==> config.mk <==
export PLATFORM = sky130hd
export DESIGN_NAME = kovacs_protocol_decoder_flat
export DESIGN_NICKNAME = d
export VERILOG_FILES = /design/src/rtl/kovacs_protocol_decoder_pkg.sv /design/src/rtl/kovacs_protocol_decoder_if.sv /design/src/rtl/kovacs_level_classifier.sv /design/src/rtl/kovacs_protocol_decoder.sv /design/src/flat_wrapper.sv
export SDC_FILE = /design/constraint.sdc
export NUM_CORES = 1
export LEC_CHECK = 0
export CAP_MARGIN = 25
export CORE_MARGIN = 10
export CORE_UTILIZATION = 49
export CTS_CLUSTER_SIZE = 16
export DETAILED_ROUTE_END_ITERATION = 16
export GPL_TIMING_DRIVEN = 1
export HOLD_SLACK_MARGIN = 0.06
export PLACE_DENSITY = 0.82
export SETUP_SLACK_MARGIN = 0.1
export SLEW_MARGIN = 20
export SYNTH_ARGS = -nofsm -noshare
export SYNTH_HDL_FRONTEND = slang
export SYNTH_SLANG_ARGS = --single-unit
==> constraint.sdc <==
create_clock -name clk_i -period 4.3 [get_ports clk_i]
set_clock_uncertainty 0.05 [all_clocks]
set_input_delay 0.86 -clock clk_i [delete_from_list [all_inputs] [get_ports clk_i]]
set_output_delay 0.86 -clock clk_i [all_outputs]
set_load 0.02 [all_outputs]
==> src/rtl/kovacs_protocol_decoder_pkg.sv <==
// Shared definitions for the Kovacs protocol decoder and generator:
// phase codes, nominal indicator levels, default thresholds and widths.
package kovacs_pkg;

  localparam int unsigned SAMPLE_W = 14;
  localparam int unsigned DUR_W    = 32;
  localparam int unsigned ACC_W    = 48;

  localparam int LEVEL_ZERO = 0;
  localparam int LEVEL_RESC = 4096;
  localparam int LEVEL_RAW  = 8191;

  localparam int TH_LO_DEF = 2048;
  localparam int TH_HI_DEF = 6144;

  typedef enum logic [1:0] {
    PH_ZERO = 2'd0,
    PH_RESC = 2'd1,
    PH_RAW  = 2'd2
  } phase_t;

  typedef enum logic {
    ST_ACCEPTED = 1'b0,
    ST_PENDING  = 1'b1
  } deb_state_t;

  // Protocol order is 0 -> 2 -> 1 -> 0.
  function automatic phase_t next_phase(phase_t p);
    case (p)
      PH_ZERO: return PH_RAW;
      PH_RAW:  return PH_RESC;
      default: return PH_ZERO;
    endcase
  endfunction

endpackage

==> src/rtl/kovacs_protocol_decoder_if.sv <==
// Sample/statistics bundle between the ADC side and the CPU register bank.
interface kovacs_protocol_decoder_if;
  import kovacs_pkg::*;

  logic signed [SAMPLE_W-1:0] indicator_i;
  logic signed [SAMPLE_W-1:0] data_i;
  logic                       clear_i;
  logic [1:0]                 phase_o;
  logic                       dur_valid_o;
  logic [1:0]                 dur_phase_o;
  logic [DUR_W-1:0]           dur_o;
  logic [DUR_W-1:0]           dur_p0_o;
  logic [DUR_W-1:0]           dur_p1_o;
  logic [DUR_W-1:0]           dur_p2_o;
  logic signed [ACC_W-1:0]    acc_o;
  logic [DUR_W-1:0]           cycle_cnt_o;
  logic                       seq_err_o;

  modport master (
    output indicator_i, data_i, clear_i,
    input  phase_o, dur_valid_o, dur_phase_o, dur_o, dur_p0_o, dur_p1_o,
           dur_p2_o, acc_o, cycle_cnt_o, seq_err_o
  );

  modport slave (
    input  indicator_i, data_i, clear_i,
    output phase_o, dur_valid_o, dur_phase_o, dur_o, dur_p0_o, dur_p1_o,
           dur_p2_o, acc_o, cycle_cnt_o, seq_err_o
  );
endinterface

==> src/rtl/kovacs_level_classifier.sv <==
// Registers the indicator, maps it to a phase by threshold and debounces
// the result. trans is combinational: it marks the edge on which phase
// takes the new value, with trans_old/trans_new describing the step.
module kovacs_level_classifier
  import kovacs_pkg::*;
#(
  parameter int unsigned DEBOUNCE = 8,
  parameter int          TH_LO    = TH_LO_DEF,
  parameter int          TH_HI    = TH_HI_DEF
) (
  input  logic                       clk,
  input  logic                       rst_n,
  input  logic signed [SAMPLE_W-1:0] indicator,
  output phase_t                     phase,
  output logic                       trans,
  output phase_t                     trans_old,
  output phase_t                     trans_new
);

  localparam int unsigned CNT_W = 5;
  localparam logic [CNT_W-1:0] DEB_CNT = CNT_W'(DEBOUNCE);

  logic signed [SAMPLE_W-1:0] ind_q;
  phase_t                     level, phase_q, phase_d, cand_q, cand_d;
  deb_state_t                 state_q, state_d;
  logic [CNT_W-1:0]           cnt_q, cnt_d, run;

  // Input sample register.
  always_ff @(posedge clk or negedge rst_n) begin
    if (!rst_n) ind_q <= '0;
    else        ind_q <= indicator;
  end

  // Threshold classification; negative samples fall below TH_LO.
  always_comb begin
    if (int'(ind_q) < TH_LO)      level = PH_ZERO;
    else if (int'(ind_q) < TH_HI) level = PH_RESC;
    else                          level = PH_RAW;
  end

  // Debounce state register.
  always_ff @(posedge clk or negedge rst_n) begin
    if (!rst_n) begin
      state_q <= ST_ACCEPTED;
      cand_q  <= PH_ZERO;
      cnt_q   <= '0;
      phase_q <= PH_ZERO;
    end else begin
      state_q <= state_d;
      cand_q  <= cand_d;
      cnt_q   <= cnt_d;
      phase_q <= phase_d;
    end
  end

  // Debounce next state: the run length of the candidate level must reach
  // DEBOUNCE before it replaces the accepted phase.
  always_comb begin
    state_d = state_q;
    cand_d  = cand_q;
    cnt_d   = cnt_q;
    phase_d = phase_q;
    trans   = 1'b0;
    run     = '0;
    if (level == phase_q) begin
      state_d = ST_ACCEPTED;
      cnt_d   = '0;
    end else begin
      if (state_q == ST_PENDING && level == cand_q) run = cnt_q + CNT_W'(1);
      else                                          run = CNT_W'(1);
      if (run == DEB_CNT) begin
        trans   = 1'b1;
        phase_d = level;
        state_d = ST_ACCEPTED;
        cnt_d   = '0;
      end else begin
        state_d = ST_PENDING;
        cand_d  = level;
        cnt_d   = run;
      end
    end
  end

  assign phase     = phase_q;
  assign trans_old = phase_q;
  assign trans_new = level;

endmodule

==> src/rtl/kovacs_protocol_decoder.sv <==
// Receive-side decoder for the three-phase Kovacs drive protocol: recovers
// the phase, measures phase durations, counts cycles, flags bad order.
// Optional per-phase integration of data_i: KOVACS_DECODER_ACCUM_EN.
module kovacs_protocol_decoder
  import kovacs_pkg::*;
#(
  parameter int unsigned DEBOUNCE = 8,
  parameter int          TH_LO    = TH_LO_DEF,
  parameter int          TH_HI    = TH_HI_DEF
) (
  input  logic                        clk_i,
  input  logic                        rstn_i,
  kovacs_protocol_decoder_if.slave    bus
);

  phase_t           phase, trans_old, trans_new, dur_phase;
  logic             trans, report, primed, dur_valid, seq_err;
  logic [DUR_W-1:0] dur_cnt, dur, dur_p0, dur_p1, dur_p2, cycle_cnt;

  kovacs_level_classifier #(
    .DEBOUNCE (DEBOUNCE),
    .TH_LO    (TH_LO),
    .TH_HI    (TH_HI)
  ) u_classifier (
    .clk       (clk_i),
    .rst_n     (rstn_i),
    .indicator (bus.indicator_i),
    .phase     (phase),
    .trans     (trans),
    .trans_old (trans_old),
    .trans_new (trans_new)
  );

  // primed clear means the phase that is running started partially observed.
  assign report = trans && primed && !bus.clear_i;

  // Running length of the current phase, saturating.
  always_ff @(posedge clk_i or negedge rstn_i) begin
    if (!rstn_i)            dur_cnt <= '0;
    else if (trans)         dur_cnt <= DUR_W'(1);
    else if (dur_cnt != '1) dur_cnt <= dur_cnt + DUR_W'(1);
  end

  // Duration reports and per-phase held durations.
  always_ff @(posedge clk_i or negedge rstn_i) begin
    if (!rstn_i) begin
      dur_valid <= 1'b0;
      dur_phase <= PH_ZERO;
      dur       <= '0;
      dur_p0    <= '0;
      dur_p1    <= '0;
      dur_p2    <= '0;
    end else begin
      dur_valid <= report;
      if (report) begin
        dur_phase <= trans_old;
        dur       <= dur_cnt;
        case (trans_old)
          PH_ZERO: dur_p0 <= dur_cnt;
          PH_RESC: dur_p1 <= dur_cnt;
          default: dur_p2 <= dur_cnt;
        endcase
      end
    end
  end

  // Cycle count, sequence error and partial-phase suppression; clear wins
  // over a coincident transition.
  always_ff @(posedge clk_i or negedge rstn_i) begin
    if (!rstn_i) begin
      primed    <= 1'b0;
      seq_err   <= 1'b0;
      cycle_cnt <= '0;
    end else if (bus.clear_i) begin
      primed    <= 1'b0;
      seq_err   <= 1'b0;
      cycle_cnt <= '0;
    end else if (trans) begin
      primed <= 1'b1;
      if (trans_new != next_phase(trans_old)) seq_err <= 1'b1;
      if (trans_old == PH_RESC && trans_new == PH_ZERO)
        cycle_cnt <= cycle_cnt + DUR_W'(1);
    end
  end

`ifdef KOVACS_DECODER_ACCUM_EN
  // DEBOUNCE delay stages plus the accumulator register line data_i up with
  // the cycles during which phase_o shows the phase being integrated.
  logic signed [SAMPLE_W-1:0] data_dly [DEBOUNCE];
  logic signed [ACC_W-1:0]    aligned, acc_run, acc_out;

  assign aligned = {{(ACC_W-SAMPLE_W){data_dly[DEBOUNCE-1][SAMPLE_W-1]}},
                    data_dly[DEBOUNCE-1]};

  // Data alignment delay line.
  always_ff @(posedge clk_i or negedge rstn_i) begin
    if (!rstn_i) begin
      data_dly <= '{default: '0};
    end else begin
      data_dly[0] <= bus.data_i;
      for (int unsigned i = 1; i < DEBOUNCE; i++) data_dly[i] <= data_dly[i-1];
    end
  end

  // Per-phase integration, frozen while the duration counter is saturated.
  always_ff @(posedge clk_i or negedge rstn_i) begin
    if (!rstn_i) begin
      acc_run <= '0;
      acc_out <= '0;
    end else begin
      if (report)             acc_out <= acc_run;
      if (trans)              acc_run <= aligned;
      else if (dur_cnt != '1) acc_run <= acc_run + aligned;
    end
  end

  assign bus.acc_o = acc_out;
`else
  logic unused_data;
  assign unused_data = ^bus.data_i;
  assign bus.acc_o   = '0;
`endif

  assign bus.phase_o     = phase;
  assign bus.dur_valid_o = dur_valid;
  assign bus.dur_phase_o = dur_phase;
  assign bus.dur_o       = dur;
  assign bus.dur_p0_o    = dur_p0;
  assign bus.dur_p1_o    = dur_p1;
  assign bus.dur_p2_o    = dur_p2;
  assign bus.cycle_cnt_o = cycle_cnt;
  assign bus.seq_err_o   = seq_err;

endmodule
==> src/flat_wrapper.sv <==
// flat-port wrapper written by rule: the top's interface ports become plain ports
module kovacs_protocol_decoder_flat import kovacs_pkg::*;
#(
  parameter int unsigned DEBOUNCE = 8,
  parameter int          TH_LO    = TH_LO_DEF,
  parameter int          TH_HI    = TH_HI_DEF
)
  (clk_i, rstn_i, bus_indicator_i, bus_data_i, bus_clear_i, bus_phase_o, bus_dur_valid_o, bus_dur_phase_o, bus_dur_o, bus_dur_p0_o, bus_dur_p1_o, bus_dur_p2_o, bus_acc_o, bus_cycle_cnt_o, bus_seq_err_o);
  kovacs_protocol_decoder_if bus_i ();
  input  logic clk_i;
  input  logic rstn_i;
  input wire logic [$bits(bus_i.indicator_i)-1:0] bus_indicator_i;
  input wire logic [$bits(bus_i.data_i)-1:0] bus_data_i;
  input wire logic [$bits(bus_i.clear_i)-1:0] bus_clear_i;
  output wire logic [$bits(bus_i.phase_o)-1:0] bus_phase_o;
  output wire logic [$bits(bus_i.dur_valid_o)-1:0] bus_dur_valid_o;
  output wire logic [$bits(bus_i.dur_phase_o)-1:0] bus_dur_phase_o;
  output wire logic [$bits(bus_i.dur_o)-1:0] bus_dur_o;
  output wire logic [$bits(bus_i.dur_p0_o)-1:0] bus_dur_p0_o;
  output wire logic [$bits(bus_i.dur_p1_o)-1:0] bus_dur_p1_o;
  output wire logic [$bits(bus_i.dur_p2_o)-1:0] bus_dur_p2_o;
  output wire logic [$bits(bus_i.acc_o)-1:0] bus_acc_o;
  output wire logic [$bits(bus_i.cycle_cnt_o)-1:0] bus_cycle_cnt_o;
  output wire logic [$bits(bus_i.seq_err_o)-1:0] bus_seq_err_o;
  assign bus_i.indicator_i = bus_indicator_i;
  assign bus_i.data_i = bus_data_i;
  assign bus_i.clear_i = bus_clear_i;
  assign bus_phase_o = bus_i.phase_o;
  assign bus_dur_valid_o = bus_i.dur_valid_o;
  assign bus_dur_phase_o = bus_i.dur_phase_o;
  assign bus_dur_o = bus_i.dur_o;
  assign bus_dur_p0_o = bus_i.dur_p0_o;
  assign bus_dur_p1_o = bus_i.dur_p1_o;
  assign bus_dur_p2_o = bus_i.dur_p2_o;
  assign bus_acc_o = bus_i.acc_o;
  assign bus_cycle_cnt_o = bus_i.cycle_cnt_o;
  assign bus_seq_err_o = bus_i.seq_err_o;
  kovacs_protocol_decoder #(.DEBOUNCE(DEBOUNCE), .TH_LO(TH_LO), .TH_HI(TH_HI)) u_core (.clk_i(clk_i), .rstn_i(rstn_i), .bus(bus_i));
endmodule
==> metrics.log <==
[metrics] unrepaired setup endpoints after global routing: no
[metrics] sum of net half-perimeters after detailed placement: 16090 µm
[metrics] number of synthesized flops with an enable pin: 0
[metrics] count of warnings emitted by yosys: 0
[metrics] total global-route track usage: 17.80%
[metrics] Worst setup SP type: flop
[metrics] Top Ports: 245
[metrics] Avg Cell Area, Syn: 12.11 µm²
[metrics] clock tree buffer depth: 3
[metrics] number of instances resized during post-cts repair: 0
[metrics] proportion of synthesized flip-flops having asynchronous set or reset: 100.0%
[metrics] number of max-cap violations: 0
[metrics] HP Class: in -> async
[metrics] number of vias after detailed routing: 6535
[metrics] endpoint type of the worst setup path: flop
[metrics] cell with the most instances after synthesis: sky130_fd_sc_hd__dfrtp_1
[metrics] number of search-and-repair iterations in the first detailed-routing pass: 4
[metrics] number of global-route vias before repair: 6818
[metrics] # Post-CTS Setup Buffers: 0
[metrics] Avg Vias per Cell: 5.300
[metrics] status: complete, no violations
[metrics] aggregate negative setup slack: 0 ps
[metrics] clock tree from TritonCTS: done
[metrics] slew at the pin with the worst max-slew slack: 833.1 ps
[metrics] pin count of the biggest net entering global routing: 125
[metrics] fraction of layout instances using a drive strength above 1: 16.94%
[metrics] setup violators final: 0
[metrics] leftover overflow at the end of global routing: 0
[metrics] routability congestion estimate from global placement: 0.7911
[metrics] number of rows created at floorplan: 51
[metrics] Hold Violations, Final: 0
[metrics] total power per unit cell area: 346.6 nW/µm²
[metrics] number of nets at the end of the flow: 986
[metrics] area of the core: 19330 µm²
[metrics] Antenna Cells: 0
[metrics] routing usage on met2: 29.20%
[metrics] Clk Tree Root Cell: sky130_fd_sc_hd__clkbuf_16
[metrics] sequential element share of the synthesized area: 55.01%
[metrics] most frequent cells after synthesis: sky130_fd_sc_hd__dfrtp_1, sky130_fd_sc_hd__mux2_2, sky130_fd_sc_hd__nor2_1
[metrics] chip height: 159.6 µm
[metrics] Final min period: 3648 ps
[metrics] Layout fillers: 1497
[metrics] final routed DRC violation total: 0
[metrics] initial antenna violation count: 0
[metrics] data arrival time of the critical path: 3970 ps
[metrics] number of buffers inserted during clock tree synthesis: 22
[metrics] first-pass GRT wire length: 37810 µm
[metrics] aggregate routed wire length: 23450 µm
[metrics] Area growth syn-to-layout: 27.23%
[metrics] initial drt markers: 371
[metrics] count of input and output buffers: 171
[metrics] area of the die: 25480 µm²
[metrics] global-route met3 utilization: 6.787%
[metrics] M1 GR Usage: 22.10%
[metrics] clock-pin slew of the registers on the worst-case setup and hold paths: 60 ps
[metrics] Peak Freq: 274.1 MHz
[metrics] reported leakage power: 5.536 nW
[metrics] number of hold-repair buffers added at the cts stage: 0
[metrics] synthesized netlist cell count: 789
[metrics] clk_lat worst skew: 500 ps
[metrics] depth of the CTS H-tree: 1
[metrics] DRT antenna net count: 0
[metrics] cell accounting for the most synthesized area: sky130_fd_sc_hd__dfrtp_1
[metrics] share of the clock period used by the worst path: 84.84%
[metrics] routed length per placed instance: 19.02 µm
[metrics] final cell utilization of the core: 62.86%
[metrics] Starting Density: 49.41%
[metrics] total count of max-transition violations in the final report: 0
[metrics] top cells by area, synth: sky130_fd_sc_hd__dfrtp_1, sky130_fd_sc_hd__mux2_2, sky130_fd_sc_hd__mux2_4, sky130_fd_sc_hd__buf_4, sky130_fd_sc_hd__mux2_1
[metrics] worst voltage drop across the vdd grid: 0.3088 mV
[metrics] count of unique library cells instantiated by Yosys: 54
[metrics] combined area of all synthesized cells: 9553 µm²
[metrics] critical path data required time: 4630 ps
[metrics] predominant post-synthesis flop cell: sky130_fd_sc_hd__dfrtp_1
[metrics] crit path kind: reg -> reg
[metrics] top fanout value on the critical path: 28
[metrics] Die X: 159.6 µm
[metrics] headroom to the max-slew limit: 44.04%
[metrics] area share of the largest cell type after synthesis: 55.01%
[metrics] number of sinks on the clock net: 210
[metrics] count of state elements after synthesis: 210
[metrics] routing layer with the top usage in global route: met2
[routing by layer]
layer	share of wire (%)	routed length, µm	vias to the layer above
li1	-	-	3001
met1	43	10100	3302
met3	9.4	2216	22
met5	0	0	-
met2	46	10840	210
met4	1.3	301	0
[critical path, cell delays in order (launching register included)]
cell and delay (ps):
sky130_fd_sc_hd__dfrtp_1 490, sky130_fd_sc_hd__or4bb_1 530, sky130_fd_sc_hd__a31oi_1 240, sky130_fd_sc_hd__o21ai_1 80
sky130_fd_sc_hd__buf_4 220, sky130_fd_sc_hd__or4_1 590, sky130_fd_sc_hd__or3_2 570, sky130_fd_sc_hd__buf_4 360
sky130_fd_sc_hd__mux2_4 360
[area by class of cell]
type / count / area, µm² / area share, %
flip-flops and latches: 210 / 5255 / 43.24
multi-input cells: 522 / 3841 / 31.60
repair buffers: 184 / 1866 / 15.35
clock buffers: 35 / 690.7 / 5.682
well taps: 265 / 331.6 / 2.728
clock inverters: 5 / 125.1 / 1.029
inverters: 12 / 45.04 / 0.3706
[cell families (layout without fill, tap and decap cells)]
| kind of cell | Yosys count | after routing | synth area share [%] |
|---|---|---|---|
| DFF | 210 | 210 | 55.01 |
| AOI/OAI and AO/OA | 59 | 59 | 3.707 |
| xor gates and xnor gates | 45 | 45 | 4.126 |
| buffers and inverters | 104 | 236 | 6.798 |
| and+or+nand+nor | 233 | 233 | 12.98 |
| muxes | 134 | 134 | 16.95 |
| adders and majority gates | 3 | 3 | 0.3930 |
| other | 1 | 48 | 0.03926 |
[worst paths after layout]
path                                          startpoint  depth (start not counted)  slack [ps]                   endpoint
max                        u_core.u_classifier.ind_q[11]                          8         650    u_core.bus.dur_p0_o[14]
min                                               rstn_i                          1         230  u_core.bus.dur_phase_o[1]
max reg2reg                u_core.u_classifier.ind_q[11]                          8         650    u_core.bus.dur_p0_o[14]
min reg2reg                      u_core.bus.dur_p2_o[25]                          1         440    u_core.bus.dur_p2_o[25]
max in group asynchronous                         rstn_i                          3        2930          u_core.dur_cnt[3]
min in group clk_i               u_core.bus.dur_p2_o[25]                          1         440    u_core.bus.dur_p2_o[25]
[stage by stage]
stage	total power, mW	instances	setup WS (ps)	hold slack, ps	cell area, µm²
finish	4.213	1233	652.0	229.5	12150
global route	4.348	1233	507.1	238.3	12150
CTS	4.260	1231	654.3	445.4	12100
detailed placement	2.143	1191	670.6	430.6	11280
global placement	2.142	1191	709.9	422.6	11280
floorplan	2.120	836	1463	416.6	9729
[layout by cell type, fill, tap and decap left out, types with 7 or more instances in the layout]
master                            count
sky130_fd_sc_hd__o21ai_0             20
sky130_fd_sc_hd__xor2_1              14
sky130_fd_sc_hd__a21oi_1             20
sky130_fd_sc_hd__and3_1              11
sky130_fd_sc_hd__clkbuf_8             8
sky130_fd_sc_hd__mux2_2              73
sky130_fd_sc_hd__or4_1                7
sky130_fd_sc_hd__nand2_1             30
sky130_fd_sc_hd__nand3_1             25
sky130_fd_sc_hd__conb_1              48
sky130_fd_sc_hd__buf_4               10
sky130_fd_sc_hd__mux2_1              29
sky130_fd_sc_hd__clkbuf_16           23
sky130_fd_sc_hd__nor2_1              64
sky130_fd_sc_hd__nand4_1             18
sky130_fd_sc_hd__clkdlybuf4s50_1    170
sky130_fd_sc_hd__nor4_1              18
sky130_fd_sc_hd__or3_1               17
sky130_fd_sc_hd__mux2_4              30
sky130_fd_sc_hd__nor3_1              12
sky130_fd_sc_hd__xnor2_1             31
sky130_fd_sc_hd__dfrtp_1            210
sky130_fd_sc_hd__inv_1               12
[where the power goes]
part / switching, mW / internal [mW] / total [mW]
Clock: 0.766 / 1.34 / 2.10
Sequential: 0.00633 / 1.98 / 1.99
Combinational: 0.101 / 0.0215 / 0.122
[flip-flops by register name, indices dropped and copies added (netlist names)]
name	count
u_core.bus.cycle_cnt_o	32
u_core.bus.dur_o	32
u_core.bus.dur_p0_o	32
u_core.bus.dur_p1_o	32
u_core.bus.dur_p2_o	32
u_core.dur_cnt	32
u_core.u_classifier.cnt_q	5
u_core.u_classifier.ind_q	3
u_core.bus.dur_phase_o	2
u_core.u_classifier.cand_q	2
u_core.u_classifier.phase	2
u_core.bus.dur_valid_o	1
u_core.bus.seq_err_o	1
u_core.primed	1
u_core.u_classifier.state_q	1
Power figures use the tool's default switching activity.
